**config.mk**
```make
export PLATFORM = sky130hd
export DESIGN_NAME = mcpu_core_flat
export DESIGN_NICKNAME = d
export VERILOG_FILES = /design/src/rtl/mcpu_pkg.sv /design/src/rtl/mcpu_if.sv /design/src/rtl/mcpu_alu.sv /design/src/rtl/mcpu_core.sv /design/src/flat_wrapper.sv
export SDC_FILE = /design/constraint.sdc
export NUM_CORES = 1
export LEC_CHECK = 0
export BUFFER_PORTS_ARGS = -buffer_cell sky130_fd_sc_hd__buf_2
export CELL_PAD_IN_SITES_DETAIL_PLACEMENT = 0
export CELL_PAD_IN_SITES_GLOBAL_PLACEMENT = 2
export CORE_MARGIN = 2
export CORE_UTILIZATION = 33
export DETAILED_ROUTE_END_ITERATION = 7
export PLACE_DENSITY = 0.85
export RECOVER_POWER = 100
export SYNTH_ARGS = -nofsm -noshare
export SYNTH_HDL_FRONTEND = slang
export SYNTH_SLANG_ARGS = --single-unit
export TNS_END_PERCENT = 20
```
**constraint.sdc**
```tcl
create_clock -name clk -period 3.4 [get_ports clk]
set_input_delay 0.17 -clock clk [delete_from_list [all_inputs] [get_ports clk]]
set_output_delay 0.17 -clock clk [all_outputs]
set_load 0.05 [all_outputs]
```
**src/rtl/mcpu_pkg.sv**
```systemverilog
// Shared definitions for the mcpu core: opcodes, FSM state encoding, field helpers.
// Latency: none (types and constant functions only).
// Backpressure: not applicable.
package mcpu_pkg;

  typedef enum logic [3:0] {
    OP_NOP = 4'h0, OP_LDI = 4'h1, OP_LD  = 4'h2, OP_ST  = 4'h3,
    OP_ADD = 4'h4, OP_SUB = 4'h5, OP_AND = 4'h6, OP_OR  = 4'h7,
    OP_XOR = 4'h8, OP_NOT = 4'h9, OP_SHL = 4'hA, OP_SHR = 4'hB,
    OP_JMP = 4'hC, OP_JZ  = 4'hD, OP_JC  = 4'hE, OP_HLT = 4'hF
  } opcode_e;

  typedef enum logic [2:0] {
    ST_FETCH  = 3'd0,
    ST_DECODE = 3'd1,
    ST_OPND   = 3'd2,
    ST_MEM    = 3'd3,
    ST_EXEC   = 3'd4,
    ST_HALT   = 3'd5
  } state_e;

  localparam int OPC_W = 4;

  // Bits needed to name one of nregs registers.
  function automatic int reg_idx_w(input int nregs);
    return (nregs <= 2) ? 1 : $clog2(nregs);
  endfunction

  // LSB of the rd field: it sits directly below the opcode.
  function automatic int rd_lsb(input int width, input int nregs);
    return width - OPC_W - reg_idx_w(nregs);
  endfunction

  // LSB of the rs field: it sits directly below rd.
  function automatic int rs_lsb(input int width, input int nregs);
    return rd_lsb(width, nregs) - reg_idx_w(nregs);
  endfunction

  // Opcodes followed by an operand word (immediate or address).
  function automatic logic is_two_word(input opcode_e op);
    return (op == OP_LDI) || (op == OP_LD) || (op == OP_ST) ||
           (op == OP_JMP) || (op == OP_JZ) || (op == OP_JC);
  endfunction

endpackage

```
**src/rtl/mcpu_if.sv**
```systemverilog
// Split memory bus between the core (master) and a single-port RAM (slave).
// Latency: combinational wires only.
// Backpressure: slave stretches an access by holding mem_ready low.
interface mcpu_if #(
  parameter int WIDTH = 8
);
  logic [WIDTH-1:0] mem_addr;
  logic [WIDTH-1:0] mem_wdata;
  logic [WIDTH-1:0] mem_rdata;
  logic             mem_rd_n;
  logic             mem_wr_n;
  logic             mem_ready;

  modport master (
    output mem_addr, mem_wdata, mem_rd_n, mem_wr_n,
    input  mem_rdata, mem_ready
  );

  modport slave (
    input  mem_addr, mem_wdata, mem_rd_n, mem_wr_n,
    output mem_rdata, mem_ready
  );
endinterface

```
**src/rtl/mcpu_alu.sv**
```systemverilog
// Combinational ALU for the mcpu core: result plus zero and carry/borrow flags.
// Latency: 0 cycles.
// Backpressure: none; non-ALU opcodes pass a and c_in straight through.
module mcpu_alu import mcpu_pkg::*; #(
  parameter int WIDTH = 8
) (
  input  opcode_e          op,
  input  logic [WIDTH-1:0] a,
  input  logic [WIDTH-1:0] b,
  input  logic             c_in,
  output logic [WIDTH-1:0] result,
  output logic             z,
  output logic             c
);

  logic [WIDTH:0] w_sum;

  // Compute the result and flags for the selected operation.
  always_comb begin
    w_sum  = '0;
    result = a;
    c      = c_in;
    case (op)
      OP_ADD: begin
        w_sum  = {1'b0, a} + {1'b0, b};
        result = w_sum[WIDTH-1:0];
        c      = w_sum[WIDTH];
      end
      OP_SUB: begin
        // The extra top bit is set exactly when a < b (borrow).
        w_sum  = {1'b0, a} - {1'b0, b};
        result = w_sum[WIDTH-1:0];
        c      = w_sum[WIDTH];
      end
      OP_AND: begin result = a & b; c = 1'b0; end
      OP_OR:  begin result = a | b; c = 1'b0; end
      OP_XOR: begin result = a ^ b; c = 1'b0; end
      OP_NOT: begin result = ~a;    c = 1'b0; end
      OP_SHL: begin result = {a[WIDTH-2:0], 1'b0}; c = a[WIDTH-1]; end
      OP_SHR: begin result = {1'b0, a[WIDTH-1:1]}; c = a[0]; end
      default: begin result = a; c = c_in; end
    endcase
    z = (result == '0);
  end

endmodule

```
**src/rtl/mcpu_core.sv**
```systemverilog
// Multi-cycle accumulator/register CPU core; optional single-step control via MCPU_STEP_EN.
// Latency: NOP 2, ALU 3, LDI/JMP 3, LD/ST 4 cycles with zero wait states.
// Backpressure: every access holds addr/wdata/strobe until mem_ready=1; rst abandons it.
module mcpu_core import mcpu_pkg::*; #(
  parameter int               WIDTH    = 8,
  parameter int               NREGS    = 4,
  parameter logic [WIDTH-1:0] RESET_PC = '0
) (
  input  logic             clk,
  input  logic             rst,
`ifdef MCPU_STEP_EN
  input  logic             run,
  input  logic             step,
`endif
  mcpu_if.master           bus,
  output logic             halted,
  output logic [WIDTH-1:0] dbg_pc,
  output logic [WIDTH-1:0] dbg_ir,
  output logic [2:0]       dbg_state
);

  localparam int RW     = reg_idx_w(NREGS);
  localparam int RD_LSB = rd_lsb(WIDTH, NREGS);
  localparam int RS_LSB = rs_lsb(WIDTH, NREGS);

  state_e           r_state;
  state_e           w_state_nxt;
  logic [WIDTH-1:0] r_pc;
  logic [WIDTH-1:0] r_ir;
  logic [WIDTH-1:0] r_opnd;
  logic [WIDTH-1:0] r_regs [NREGS];
  logic             r_z;
  logic             r_c;

  opcode_e          w_op;
  logic [RW-1:0]    w_rd;
  logic [RW-1:0]    w_rs;
  logic             w_acc;
  logic             w_jump_take;
  logic             w_fetch_en;
  logic [WIDTH-1:0] w_alu_res;
  logic             w_alu_z;
  logic             w_alu_c;

  assign w_op        = opcode_e'(r_ir[WIDTH-1 -: OPC_W]);
  assign w_rd        = r_ir[RD_LSB +: RW];
  assign w_rs        = r_ir[RS_LSB +: RW];
  assign w_acc       = (~bus.mem_rd_n | ~bus.mem_wr_n) & bus.mem_ready;
  assign w_jump_take = (w_op == OP_JMP) || ((w_op == OP_JZ) && r_z) ||
                       ((w_op == OP_JC) && r_c);

  mcpu_alu #(.WIDTH(WIDTH)) u_alu (
    .op     (w_op),
    .a      (r_regs[w_rd]),
    .b      (r_regs[w_rs]),
    .c_in   (r_c),
    .result (w_alu_res),
    .z      (w_alu_z),
    .c      (w_alu_c)
  );

`ifdef MCPU_STEP_EN
  logic r_step_q;
  logic r_armed;
  logic w_step_edge;

  assign w_step_edge = step & ~r_step_q;
  assign w_fetch_en  = run | r_armed;

  // Arm one instruction per step edge seen while idle in FETCH; edges at other times are dropped.
  always_ff @(posedge clk) begin
    if (rst) begin
      r_step_q <= 1'b0;
      r_armed  <= 1'b0;
    end else begin
      r_step_q <= step;
      if ((r_state == ST_FETCH) && w_acc) begin
        r_armed <= 1'b0;
      end else if ((r_state == ST_FETCH) && w_step_edge) begin
        r_armed <= 1'b1;
      end
    end
  end
`else
  assign w_fetch_en = 1'b1;
`endif

  // Next-state and bus strobes, decoded from the current state.
  always_comb begin
    w_state_nxt   = r_state;
    bus.mem_addr  = r_pc;
    bus.mem_wdata = r_regs[w_rs];
    bus.mem_rd_n  = 1'b1;
    bus.mem_wr_n  = 1'b1;
    case (r_state)
      ST_FETCH: begin
        if (w_fetch_en) begin
          bus.mem_rd_n = 1'b0;
          if (bus.mem_ready) w_state_nxt = ST_DECODE;
        end
      end
      ST_DECODE: begin
        if (w_op == OP_NOP)        w_state_nxt = ST_FETCH;
        else if (w_op == OP_HLT)   w_state_nxt = ST_HALT;
        else if (is_two_word(w_op)) w_state_nxt = ST_OPND;
        else                       w_state_nxt = ST_EXEC;
      end
      ST_OPND: begin
        bus.mem_rd_n = 1'b0;
        if (bus.mem_ready) begin
          w_state_nxt = ((w_op == OP_LD) || (w_op == OP_ST)) ? ST_MEM : ST_FETCH;
        end
      end
      ST_MEM: begin
        bus.mem_addr = r_opnd;
        if (w_op == OP_ST) bus.mem_wr_n = 1'b0;
        else               bus.mem_rd_n = 1'b0;
        if (bus.mem_ready) w_state_nxt = ST_FETCH;
      end
      ST_EXEC:  w_state_nxt = ST_FETCH;
      ST_HALT:  w_state_nxt = ST_HALT;
      default:  w_state_nxt = ST_FETCH;
    endcase
  end

  // FSM state register.
  always_ff @(posedge clk) begin
    if (rst) r_state <= ST_FETCH;
    else     r_state <= w_state_nxt;
  end

  // Datapath: PC, IR, operand latch, register file and flags update on completed accesses/EXEC.
  always_ff @(posedge clk) begin
    if (rst) begin
      r_pc   <= RESET_PC;
      r_ir   <= '0;
      r_opnd <= '0;
      r_z    <= 1'b0;
      r_c    <= 1'b0;
      for (int i = 0; i < NREGS; i++) r_regs[i] <= '0;
    end else begin
      case (r_state)
        ST_FETCH: begin
          if (w_acc) begin
            r_ir <= bus.mem_rdata;
            r_pc <= r_pc + 1'b1;
          end
        end
        ST_OPND: begin
          if (w_acc) begin
            r_opnd <= bus.mem_rdata;
            r_pc   <= w_jump_take ? bus.mem_rdata : r_pc + 1'b1;
            if (w_op == OP_LDI) r_regs[w_rd] <= bus.mem_rdata;
          end
        end
        ST_MEM: begin
          if (w_acc && (w_op == OP_LD)) r_regs[w_rd] <= bus.mem_rdata;
        end
        ST_EXEC: begin
          r_regs[w_rd] <= w_alu_res;
          r_z          <= w_alu_z;
          r_c          <= w_alu_c;
        end
        default: ;
      endcase
    end
  end

  assign halted    = (r_state == ST_HALT);
  assign dbg_pc    = r_pc;
  assign dbg_ir    = r_ir;
  assign dbg_state = r_state;

endmodule

```
**src/flat_wrapper.sv**
```systemverilog
// flat-port wrapper written by rule: the top's interface ports become plain ports
module mcpu_core_flat import mcpu_pkg::*;
#(
  parameter int               WIDTH    = 8,
  parameter int               NREGS    = 4,
  parameter logic [WIDTH-1:0] RESET_PC = '0
)
  (clk, rst, halted, dbg_pc, dbg_ir, dbg_state, bus_mem_addr, bus_mem_wdata, bus_mem_rd_n, bus_mem_wr_n, bus_mem_rdata, bus_mem_ready);
  mcpu_if #(.WIDTH(WIDTH)) bus_i ();
  input  logic clk;
  input  logic rst;
  output logic halted;
  output logic [WIDTH-1:0] dbg_pc;
  output logic [WIDTH-1:0] dbg_ir;
  output logic [2:0] dbg_state;
  output wire logic [$bits(bus_i.mem_addr)-1:0] bus_mem_addr;
  output wire logic [$bits(bus_i.mem_wdata)-1:0] bus_mem_wdata;
  output wire logic [$bits(bus_i.mem_rd_n)-1:0] bus_mem_rd_n;
  output wire logic [$bits(bus_i.mem_wr_n)-1:0] bus_mem_wr_n;
  input wire logic [$bits(bus_i.mem_rdata)-1:0] bus_mem_rdata;
  input wire logic [$bits(bus_i.mem_ready)-1:0] bus_mem_ready;
  assign bus_mem_addr = bus_i.mem_addr;
  assign bus_mem_wdata = bus_i.mem_wdata;
  assign bus_mem_rd_n = bus_i.mem_rd_n;
  assign bus_mem_wr_n = bus_i.mem_wr_n;
  assign bus_i.mem_rdata = bus_mem_rdata;
  assign bus_i.mem_ready = bus_mem_ready;
  mcpu_core #(.WIDTH(WIDTH), .NREGS(NREGS), .RESET_PC(RESET_PC)) u_core (.clk(clk), .rst(rst), .bus(bus_i), .halted(halted), .dbg_pc(dbg_pc), .dbg_ir(dbg_ir), .dbg_state(dbg_state));
endmodule
```
# After elaboration in Yosys (flattened, before gate mapping)

Memories as Yosys holds them, arrays and structs flattened. A register that Yosys moved wholly into a read port is not among the register bits.
Index checks and enable logic that the tools add are counted.

Flip-flop bits (word level): 29
Latch bits: 0
Bits in writable memories: 32
ROM bits: 0
Input bits: 11
Output and inout bits: 38
Word-level logic and storage cells: 111
Memories kept: 1

Memory list:

| name          | depth | width | rd ports | clocked after Yosys merged registers in | write ports | line            | source |
|---|---|---|---|---|---|---|---|
| u_core.r_regs | 4     | 8     | 2        | 2                                       | 4           | mcpu_core.sv:31 | `logic [WIDTH-1:0] r_regs [NREGS];` |

Add/subtract/negate cells: 3
Multipliers: 0
Div/mod/pow operators: 0
$lt $le $gt $ge: 0
Equal/unequal tests: 25
Shifts and indexed selects: 0
Muxes and demuxes: 42
Bitwise logic cells: 10
Reductions and logical operators: 24

Operator list:

| operator                                                         | number |
|---|---|
| 8-bit case mux with 8 select lines                               | 1 |
| 8-bit 2-to-1 mux                                                 | 7 |
| 4-bit == test (second input constant)                            | 8 |
| 1-bit 2-to-1 mux                                                 | 18 |
| 3-bit 2-to-1 mux                                                 | 6 |
| 4-bit by 3-bit == test with 1-bit output (second input constant) | 4 |
| 8-bit case mux with 2 select lines                               | 1 |
| 3-bit case mux with 5 select lines                               | 1 |
| 2-bit 2-to-1 mux                                                 | 6 |
| 8-bit by 8-bit adder with 9-bit output                           | 1 |
| 8-bit by 8-bit subtractor with 9-bit output                      | 1 |
| 8-bit by 1-bit adder with 8-bit output (second input constant)   | 1 |
| 8-bit AND                                                        | 1 |
| 4-bit by 2-bit == test with 1-bit output (second input constant) | 2 |
| 8-bit logical NOT                                                | 1 |
| 1-bit logical OR                                                 | 8 |
| 8-bit inverter                                                   | 1 |
| 8-bit bitwise OR                                                 | 1 |
| 8-bit OR reduction                                               | 1 |
| 8-bit XOR                                                        | 1 |
| 3-bit by 2-bit == test with 1-bit output (second input constant) | 2 |
| 3-bit == test (second input constant)                            | 2 |
| 2-bit inequality test (second input constant)                    | 3 |
| 2-bit AND reduction                                              | 3 |
| other kinds (16)                                                 | 23 |

# Logic depth before layout (Yosys ltp)

Word-level depth: 15
Depth in mapped cells: 12
Depth with buffers taken out: 11

# By module

Synthesis repeated with hierarchy kept, for this count alone.

Cells, all modules: 535
Area, all modules: 4855.9 µm²

By module, submodules not included:

| module    | times used | cells an instance | area each (µm²) | seq. area each (µm²) |
|---|---|---|---|---|
| mcpu_core | 1          | 305               | 3243.1          | 1621.6 |
| mcpu_alu  | 1          | 230               | 1612.8          | 0.0 |

# Worst setup path before layout

OpenSTA, ideal clock, no wires.

Path kind: reg2reg
Start point: register with a tool-made name
End point: memory u_core.r_regs[0][6] (data pin)
Library setup time: 0.265 ns
Arrival: 3.618 ns
Required time: 3.135 ns
Slack: -0.483 ns
Stages on the path, launching flop included: 12
Path buffers: 1
Clock period less this slack: 3.883 ns
Cells stage by stage: dfxtp_1 clkbuf_1 mux4_2 ha_1 fa_1 or3_1 a31oi_1 mux2i_1 o22ai_1 o32a_1 mux2i_1 nor2_1

RTL lines:

| element       | line |
|---|---|
| end, declared | mcpu_core.sv:31 |

==> results.sh <==
export IMPL_fin_nets=660
export IMPL_fin_crit_sh_pct=96.5
export IMPL_cts_buffer_depth=2
export IMPL_fin_skew_ps=8.20
export IMPL_syn_to_final_growth_pct=19.9
export IMPL_final_common_cell="nand2_1"
export IMPL_synth_compound_area_share_pct=21.8
export IMPL_synthArstFlopShare_pct=0
export IMPL_max_stage_delay_ps=560
export IMPL_worstPathRequired_ps=3480
export IMPL_holdPathStages=3
export IMPL_routedWlPerCell_um=19.3
export IMPL_stdcell_count=810
export IMPL_slew_headroom_pct=51.3
export IMPL_drt_iter0_markers=332
export IMPL_antenna_found_initial=0
export IMPL_num_vias=4635
export IMPL_htree_levels=3
export IMPL_post_route_util_pct=40.2
export IMPL_final_setup_tns_ps=0
export IMPL_diodes=0
export IMPL_synth_net_count=591
export IMPL_fill_cells=1492
export IMPL_syn_inst=552
export IMPL_ff2ff_setup_slack_ps=120
export IMPL_hold_violations=0
export IMPL_synth_top_area_share_pct=19.8
export IMPL_r2r_start="u_core.r_regs[3][1]"
export IMPL_peakVddDrop_uv=217
export IMPL_die_width_um=125
export IMPL_cts_buffers=9
export IMPL_hold_end="u_core.r_opnd[4]"
export IMPL_drive_above_1_share_pct=19.2
export IMPL_synthSimpleGateAreaFrac_pct=20.5
export IMPL_post_dp_cell_area_um2=5520
export IMPL_grt_util_all_layers_pct=20.0
export IMPL_reg2reg_depth=10
export IMPL_cp_max_fo=4
export IMPL_place_gp_congestion=0.959
export IMPL_row_count=44
export IMPL_ys_warnings_count=0
export IMPL_cts_num_sinks=65
export IMPL_grt_max_degree=22
export IMPL_insertion_delay_ps=340
export IMPL_slew_viol_final=0
export IMPL_port_buffers=48
export IMPL_ioPinCount=49
export IMPL_post_synth_xor_area_fraction_pct=0.360
export IMPL_dr_pass1_iters=5
export IMPL_worst_pin_slew_ps=731
export IMPL_grt_pass1_vias=4560
export IMPL_initial_utilization_pct=33.6
export IMPL_clkTransAtPathRegs_ps=60
export IMPL_crit_type="flip-flop to flip-flop"
export IMPL_start_kind="flip-flop"
export IMPL_synthAdderAreaFrac_pct=7.52
export IMPL_grt_pass1_wl_mm=25.0
export IMPL_syn_avg_cell_area_um2=8.80
export IMPL_cts_root_buf="clkbuf_16"
export IMPL_synth_area_leaders="edfxtp_1, dfxtp_1, ha_1"
export IMPL_synth_top_family_by_area="compound AO/OA/AOI/OAI gates"
export IMPL_dieArea_um2=15700
export IMPL_r2r_end="u_core.r_regs[2][6]"
export IMPL_outcome="finished clean"
export IMPL_cp_end_kind="flip-flop"
export IMPL_cp_slowest_cell="mux4_2"
export IMPL_synthDistinctLibCells=71
export IMPL_wl_mm=15.7
export IMPL_synth_yosys_seq_area_share_pct=33.4
export IMPL_synth_area_um2=4860
export IMPL_yosys_register_bits=65
export IMPL_powerDensity_nw_per_um2=442
export IMPL_drc=0
export IMPL_cts_tree="built"
export IMPL_hpwl_mm=11.9
export IMPL_synth_edf_count=32
export IMPL_layout_common_cells="nand2_1, nor2_1, a21oi_1, clkbuf_1, buf_4"
export IMPL_dp_cells=791
export IMPL_yosysTopAreaCell="edfxtp_1"
export IMPL_maxCapViolations=0
export IMPL_rsz0062_at_grt="yes"
export IMPL_grt_overflow_total=0
export IMPL_fp_coreArea_um2=14500
export IMPL_avgViaCountPerCell=5.72
export IMPL_setup_violations=0
export IMPL_post_route_cell_area_um2=5830
export IMPL_fmax_mhz=305
export IMPL_synthFlopType="dfxtp_1"
export IMPL_hp_start="bus_mem_rdata[4]"
export IMPL_worstPathArrival_ps=3360
export IMPL_die_y_um=125
export IMPL_final_antenna_net_count=0
export IMPL_p_leak_nw=2.18
export IMPL_min_period_ps=3280
export IMPL_path_cells="mux4_2 > buf_4 > fa_2 > or3_4 > a31oi_4 > mux2i_1 > o22ai_1 > o32a_1 > mux2i_4 > nor2_1"
export IMPL_p_total_w=0.00257
export IMPL_synth_area_mux_share_pct=10.9
export IMPL_worst_hold_path_type="input pin to flip-flop"
==> timing repair <==
| action | in CTS | in global routing |
|---|---|---|
| hold buffers | 0 | 0 |
| buffers inserted | 0 | 3 |
| resized for setup | 3 | 13 |
| setup endpoints to repair | 8 | 22 |
| pin swaps | 0 | 2 |
==> state kept, by name, summed over array words and instances (netlist names), named ones only <==
signal / count
u_core.r_regs: 32
u_core.dbg_ir: 8
u_core.dbg_pc: 8
u_core.r_opnd: 8
u_core.dbg_state: 3
u_core.r_c: 1
u_core.r_z: 1
==> synthesized netlist by cell type, drive strengths merged (3+ instances only) <==
master	count
o21ai	22
inv	31
o211ai	7
nor3b	4
nor2b	6
or3	3
o31ai	5
a32oi	3
edfxtp	32
a31oi	5
o22ai	6
o21bai	3
a22oi	6
ha	26
nand3	13
nand2	70
and2	3
clkbuf	20
nand2b	18
mux2	8
a21oi	48
a211oi	10
nand3b	5
nor2	54
a2111oi	5
o41ai	3
buf	14
and3	5
a21o	5
dfxtp	33
a221oi	3
or2	4
mux4	16
mux2i	7
nor3	11
==> how the worst max path moves through the flow <==
stage | from | to | slack (ps)
finish | u_core.r_regs[3][1] | u_core.r_regs[2][6] | 120
global route | u_core.r_regs[3][1] | u_core.r_regs[0][6] | -10
CTS | flip-flop | u_core.r_regs[2][6] | 10
detailed placement | flip-flop | u_core.r_regs[0][5] | -110
global placement | flip-flop | u_core.r_regs[2][5] | -100
floorplan | flip-flop | u_core.r_regs[0][6] | 30
==> kinds of logic after synthesis <==
family	after synthesis
muxes	31
adders and majority gates	28
DFF	65
buffers and inverters	65
and+or+nand+nor	205
xor gates and xnor gates	2
AOI/OAI and AO/OA	156
==> area by class of cell <==
| type | instances | area [µm²] | share of cell area (%) |
|---|---|---|---|
| well taps | 184 | 230 | 3.95 |
| clock buffers | 10 | 250 | 4.30 |
| inverters | 31 | 116 | 2.00 |
| repair buffers | 92 | 519 | 8.91 |
| multi-input cells | 422 | 3040 | 52.1 |
| clock inverters | 6 | 46.3 | 0.795 |
| flip-flops and latches | 65 | 1630 | 27.9 |
==> layer usage <==
metal / share of wire [%] / wire (µm) / GRT usage, % / vias to the layer above
li1: - / - / - / 2170
met1: 44 / 6960 / 26.7 / 2251
met2: 48 / 7530 / 33.5 / 183
met5: 0 / 0 / 0 / -
met3: 5.1 / 802 / 2.31 / 31
met4: 2.4 / 373 / 6.93 / 0
==> power breakdown <==
group          internal, W  total (W)  leakage (nW)  switching, W
Sequential        0.000852   0.000894         0.600     0.0000418
Combinational     0.000277   0.000762          1.43      0.000485
Clock             0.000544   0.000917         0.149      0.000373
==> worst max-delay path: cells and delay by family (launching register included) <==
| kind | cells | cell delay (ps) |
|---|---|---|
| buffers and inverters | 1 | 170 |
| and+or+nand+nor | 2 | 480 |
| muxes | 3 | 990 |
| AOI/OAI and AO/OA | 3 | 600 |
| adders and majority gates | 1 | 390 |
| DFF | 1 | 400 |
==> through the flow <==
step / hold WS (ps) / worst slack (ps)
3_3_place_gp: 442 / -104
4_1_cts: 102 / 10.3
6_report: 110 / 120
5_1_grt: 123 / -12.8
3_5_place_dp: 452 / -106
2_1_floorplan: 306 / 33.5
(Power assumes the default switching activity.)
